$ cat config.mk
export PLATFORM = sky130hd
export DESIGN_NAME = skid_buffer_dv
export DESIGN_NICKNAME = d
export VERILOG_FILES = /design/src/rtl/skid_buffer_dv.sv
export SDC_FILE = /design/constraint.sdc
export NUM_CORES = 1
export LEC_CHECK = 0
export ABC_AREA = 1
export BUFFER_PORTS_ARGS = -buffer_cell sky130_fd_sc_hd__buf_2
export CORE_ASPECT_RATIO = 1.2
export CORE_MARGIN = 5
export CORE_UTILIZATION = 40
export DETAILED_ROUTE_END_ITERATION = 6
export PLACE_DENSITY = 0.69
export SYNTH_ARGS = -nofsm -noshare
export SYNTH_HDL_FRONTEND = slang
export SYNTH_SLANG_ARGS = --single-unit
$ cat constraint.sdc
create_clock -name clk -period 2.4 [get_ports clk]
set_input_delay 0.12 -clock clk [delete_from_list [all_inputs] [get_ports clk]]
set_output_delay 0.12 -clock clk [all_outputs]
set_load 0.02 [all_outputs]
$ cat src/rtl/skid_buffer_dv.sv
// skid_buffer_dv: two-slot registered elastic buffer for a valid/ready pipeline.
// It cuts every combinational path between producer and consumer and sustains
// one token per cycle, with one cycle of latency.
//
// Ports:
//   clk        - single clock, rising edge
//   rst        - asynchronous, active-high reset
//   ins        - upstream token data
//   ins_valid  - upstream token valid
//   ins_ready  - buffer can accept a token (registered)
//   outs       - downstream token data (registered, this is the main slot)
//   outs_valid - downstream token valid (registered)
//   outs_ready - downstream consumer ready
module skid_buffer_dv #(
    parameter int unsigned DATA_TYPE = 32
) (
    input  logic                 clk,
    input  logic                 rst,
    input  logic [DATA_TYPE-1:0] ins,
    input  logic                 ins_valid,
    output logic                 ins_ready,
    output logic [DATA_TYPE-1:0] outs,
    output logic                 outs_valid,
    input  logic                 outs_ready
);

    typedef enum logic [1:0] {
        EMPTY = 2'd0,
        ONE   = 2'd1,
        FULL  = 2'd2
    } state_t;

    state_t               state;
    logic [DATA_TYPE-1:0] skid;
    logic                 in_fire_c;
    logic                 out_fire_c;

    // Handshake events; both depend only on registered outputs plus one input.
    assign in_fire_c  = ins_valid & ins_ready;
    assign out_fire_c = outs_valid & outs_ready;

    // State, storage and the registered handshake outputs move together so
    // ins_ready/outs_valid always mirror the state they belong to.
    always_ff @(posedge clk or posedge rst) begin
        if (rst) begin
            state      <= EMPTY;
            outs       <= '0;
            skid       <= '0;
            outs_valid <= 1'b0;
            ins_ready  <= 1'b1;
        end else begin
            case (state)
                EMPTY: begin
                    if (in_fire_c) begin
                        outs       <= ins;
                        state      <= ONE;
                        outs_valid <= 1'b1;
                        ins_ready  <= 1'b1;
                    end
                end
                ONE: begin
                    if (in_fire_c && out_fire_c) begin
                        outs <= ins;
                    end else if (in_fire_c) begin
                        // Consumer stalled with a token in flight: park it in skid.
                        skid      <= ins;
                        state     <= FULL;
                        ins_ready <= 1'b0;
                    end else if (out_fire_c) begin
                        state      <= EMPTY;
                        outs_valid <= 1'b0;
                    end
                end
                FULL: begin
                    if (out_fire_c) begin
                        outs      <= skid;
                        state     <= ONE;
                        ins_ready <= 1'b1;
                    end
                end
                default: begin
                    state      <= EMPTY;
                    outs_valid <= 1'b0;
                    ins_ready  <= 1'b1;
                end
            endcase
        end
    end

endmodule

# == Yosys cells after proc, flatten, opt, wreduce, memory -nomap -nowiden ==
# Index checks and enable logic that the tools add are counted.
# op_classes
n_reduce_logical,8
eq_ne,10
bitwise_logic,4
muxes,19
# op_table
operator,n
32-bit 2-to-1 mux,3
32-bit case mux with 3 select lines,1
2-bit != test (second input constant),7
4-bit AND reduction,3
2-bit 2-to-1 mux,5
1-bit 2-to-1 mux,7
1-bit case mux with 3 select lines,2
2-bit case mux with 3 select lines,1
5-bit AND reduction,1
3-bit != test (second input constant),1
3-bit AND reduction,1
3-bit nonzero test,1
1-bit AND,2
2-bit by 1-bit == test with 1-bit output (second input constant),1
2-bit == test (second input constant),1
2-bit zero test,1
1-bit inverter,2
1-bit logical AND,1
# totals
input_bits,36
word_cells,46
output_inout_bits,34
register_bits,68

# == Longest topological paths before layout ==
# logic_depth
ltp_word,5
depth_mapped,8
depth_no_buf,7

# == Worst setup path before layout ==
# Ideal clock, no wire load.
# synth_timing
path_type,reg-to-reg
from,reg ins_ready
to,reg skid[10]
t_required_ns,2.280
path_buffers,1
setup_slack_ns,1.034
arrival_ns,1.246
stages_incl_launch_ff,7
period_less_slack_ns,1.366
setup_time_ns,0.120
cell_sequence,dfstp_2 -> nand2_2 -> nor2_8 -> nand2_8 -> buf_6 -> nor2_1 -> a21oi_2
# synth_between
elab_chain_cells,4
# synth_rtl
item,line,rtl
"start, declared",21,"output logic ins_ready,"
"start signal, assigned",50,ins_ready <= 1'b1;
"start signal, assigned",58,ins_ready <= 1'b1;
"start signal, assigned",68,ins_ready <= 1'b0;
1-bit AND (*),39,assign in_fire_c = ins_valid & ins_ready;
1-bit logical AND,62,if (in_fire_c && out_fire_c) begin
1-bit inverter (no line),n/a,
3-bit AND reduction (no line) (*),n/a,
"end signal, assigned",66,skid <= ins;
"end, declared",34,logic [DATA_TYPE-1:0] skid;
# Every way passes the cells marked *; elsewhere a longest branch is shown, timed or not.
# A chain may end at the register's enable or synchronous reset.

# == Worst setup path in the final report ==
# layout_timing
from,reg state[0]
to,reg outs[26]
# layout_between
elab_chain_cells,3
elab_cells_between_ends,9
classes_between,5 x eq/ne; 1 x mux; 3 x reduce/logical
# layout_rtl
item,line,rtl
"start, declared",33,state_t state;
"start signal, assigned",46,state <= EMPTY;
"start signal, assigned",56,state <= ONE;
"start signal, assigned",67,state <= FULL;
2-bit by 1-bit == test with 1-bit output (tied with other cells),52,case (state)
2-bit != test (no line) or 3-bit nonzero test (tied branches),n/a,
4-bit AND reduction (no line),n/a,
"end signal, assigned",55,outs <= ins;
"end signal, assigned",63,outs <= ins;
"end signal, assigned",76,outs <= skid;
"end, declared",22,"output logic [DATA_TYPE-1:0] outs,"
# Parallel ways exist; a longest one is shown, timed or not.

==> results.tsv <==
stage	metric	value	unit
synth	largest cells by area after synthesis	dfrtp_1 53%, nand2_1 13%, nand3_1 5.8%	
finish	most frequent cells in the layout	108 x nand2_1, 69 x buf_2, 67 x dfrtp_1	
worst_setup_path	Critical Path End Type	flop	
die	Core Footprint	0.00775	mm2
cts	CTS H-tree lvls	3	
timing	Fin Setup TNS	0	ns
cts	total CTS buffers	9	
synth	post-synthesis cell count	378	
cts	clock sink count	68	
placement	pre-CTS setup slack	0.644	ns
job	max cap viols	0	
hold_path	hold depth	3	
timing	final-report max-slew violation count	0	
cts	CTS resizes	0	
worst_setup_path	startpoint types	flop	
drt	routed length per instance	13.4	um
finish	share of cells above drive strength 1	25.1	%
placement	I/O Buffers	69	
timing	Worst Tran Pin Value	0.704	ns
synth	top cell type's share of synthesized area	52.6	%
worst_setup_path	kind of critical path	reg -> reg	
drt	ANT nets after route	0	
drt	Starting DRT DRC Count	126	
synth	post-synthesis sequential area ratio	53.4	%
placement	hpwl dp	4770	um
worst_setup_path	Reg2Reg Depth	6	
finish	Antenna diodes	0	
timing	Fin Clk Skew	0.0106	ns
worst_setup_path	R2R Setup Slk	0.57	ns
hold_path	min-delay src	ins[13]	
cts	CTS root buf	clkbuf_8	
die	die area	0.00986	mm2
status	status	finished clean	
timing	fin crit share	76.1	%
worst_setup_path	worst r2r src	state[0]	
synth	post-synth top area cell	dfrtp_1	
global_route	vias in the first global route	2609	
power_and_ir_drop	P per Cell Area	603	mW/mm2
global_route	initial antenna violation count	0	
timing	Slew headroom	52.9	%
worst_setup_path	maximum net fanout on the critical path	45	
cts	Reg clk slew, reported paths	0.07	ns
power_and_ir_drop	Max VDD drop	0.285	mV
synth	library cells used by synthesis	18	
finish	Nets	478	
die	Top Ports	70	
timing	worst setup margin	0.575	ns
timing	fin crit period	1.83	ns
global_route	global route total overflow	0	
global_route	Total GRT Usage	15.7	%
worst_setup_path	Worst Setup SP	state[0]	
worst_setup_path	Worst Path Required	2.67	ns
timing	FMAX	548	MHz
drt	Vias	2605	
synth	Synth Area per Inst	8.43	um2
synth	synthesized area	0.00319	mm2
die	Std-Cell Rows	35	
global_route	global-route wire length before repair	12400	um
worst_setup_path	critical path cell sequence	inv_2 -> nand2_2 -> buf_4 -> o21ai_0 -> nand3_1 -> nand2_1	
worst_setup_path	arrival time worst endpoint	2.10	ns
hold_path	Worst Hold Class	in -> reg	
die	chip width	91.5	um
power_and_ir_drop	Leak	0.00195	uW
hold_path	Worst Hold Path EP	skid[13]	
worst_setup_path	Crit path max-delay family	simple AND/OR/NAND/NOR gates	
timing	RSZ-0062 raised after global routing	no	
die	Initial Utilization	41.1	%
synth	post-synth net total	414	
cts	clock buffer depth	2	
drt	number of remaining DRC errors	0	
worst_setup_path	buffer and inverter count on the worst path	2	
drt	Via density	4.83	
timing	Final Hold Fails	0	
worst_setup_path	Critical Path Slowest Stage Cell	dfrtp_1	
finish	Layout area overhead	17.3	%
synth	Synth Warn #	0	
cts	Worst-Skew Late Latency	0.34	ns
die	Die Y-Extent	108	um
worst_setup_path	FF-to-FF End	outs[26]	
drt	DRT Pass-1 Iters	5	
worst_setup_path	CP max stage delay	0.43	ns
finish	commonest non-fill, non-tap cell in the layout	nand2_1	
timing	setup violators final	0	
global_route	largest net degree at the start of global routing	65	
cts	CTS tree	yes	
drt	Routed WL	7240	um
synth	Seq cells post-synth	68	
finish	FILL cells	778	
placement	placer congestion estimate	0.768	
## Yosys cell counts
| cell | count |
|---|---|
| nand2_1 | 108 |
| dfrtp_1 | 67 |
| nand3_1 | 37 |
| nor2_1 | 36 |
| inv_1 | 34 |
| o21ai_0 | 31 |
| a21oi_1 | 21 |
| a21oi_2 | 10 |
| buf_6 | 9 |
| buf_2 | 8 |
| buf_4 | 4 |
| nand2_2 | 4 |
| nand2_4 | 3 |
| inv_2 | 2 |
| dfstp_2 | 1 |
| nand2_8 | 1 |
| nor2_8 | 1 |
| nor3_1 | 1 |
## worst min-delay path, stage by stage
cell	delay (ns)
buf_2	0.09
nor2_1	0.04
a21oi_2	0.08
## per-layer routing
metal	GRT usage, %	share of wire, %	up-vias
li1	-	-	1315
met1	18.8	41	1233
met2	26.9	52	52
met3	4.76	5.4	5
met4	5.06	1.1	0
met5	0	0	-
## sequential cells by signal (all words and copies together) (netlist names)
signal,flops
outs,32
skid,32
state,2
ins_ready,1
outs_valid,1
## area by class of cell
type | instances | area [um2] | area share (%)
repair buffers | 74 | 385 | 10.3
flip-flops and latches | 68 | 1700 | 45.6
clock buffers | 13 | 179 | 4.79
clock inverters | 3 | 42.5 | 1.14
inverters | 36 | 135 | 3.62
well taps | 92 | 115 | 3.08
multi-input cells | 253 | 1180 | 31.5
## through the flow
stage	utilization, %	std cells	total power, uW	instance area, um2	hold WS, ns
4_1_cts	48.2	539	2280	3740	0.0175
3_5_place_dp	45.2	522	1260	3510	0.206
5_1_grt	48.2	539	2350	3740	0.0313
3_3_place_gp	45.2	522	1250	3510	0.198
2_1_floorplan	-	378	1210	3190	0.265
6_report	48.2	539	2250	3740	0.0360
## worst max path at each step
stage                     slack [ns]       end  cells past startpoint
after floorplan                 0.57   outs[0]                      1
after detailed placement        0.64  outs[29]                      7
after global placement          0.72  outs[29]                      7
after CTS                       0.54  outs[26]                      6
after global routing            0.37  outs[26]                      7
final                           0.57  outs[26]                      6
## report_power, final
part           internal, uW  total [uW]  switching [uW]
sequential             1150        1150               0
combinational          35.3        87.1            51.9
clock                   592        1020             428
## cell families after synthesis
logic type	after synthesis	synth area share [%]
compound gates	62	10.9
flops	68	53.4
simple gates	191	26.0
buf+inv	57	9.62
## what timing repair did
action	in CTS	in global routing
buffers inserted	0	0
endpoints found under the hold margin	24	0
hold buffers	1	0
Note: power is estimated with default switching activity, not from simulation.
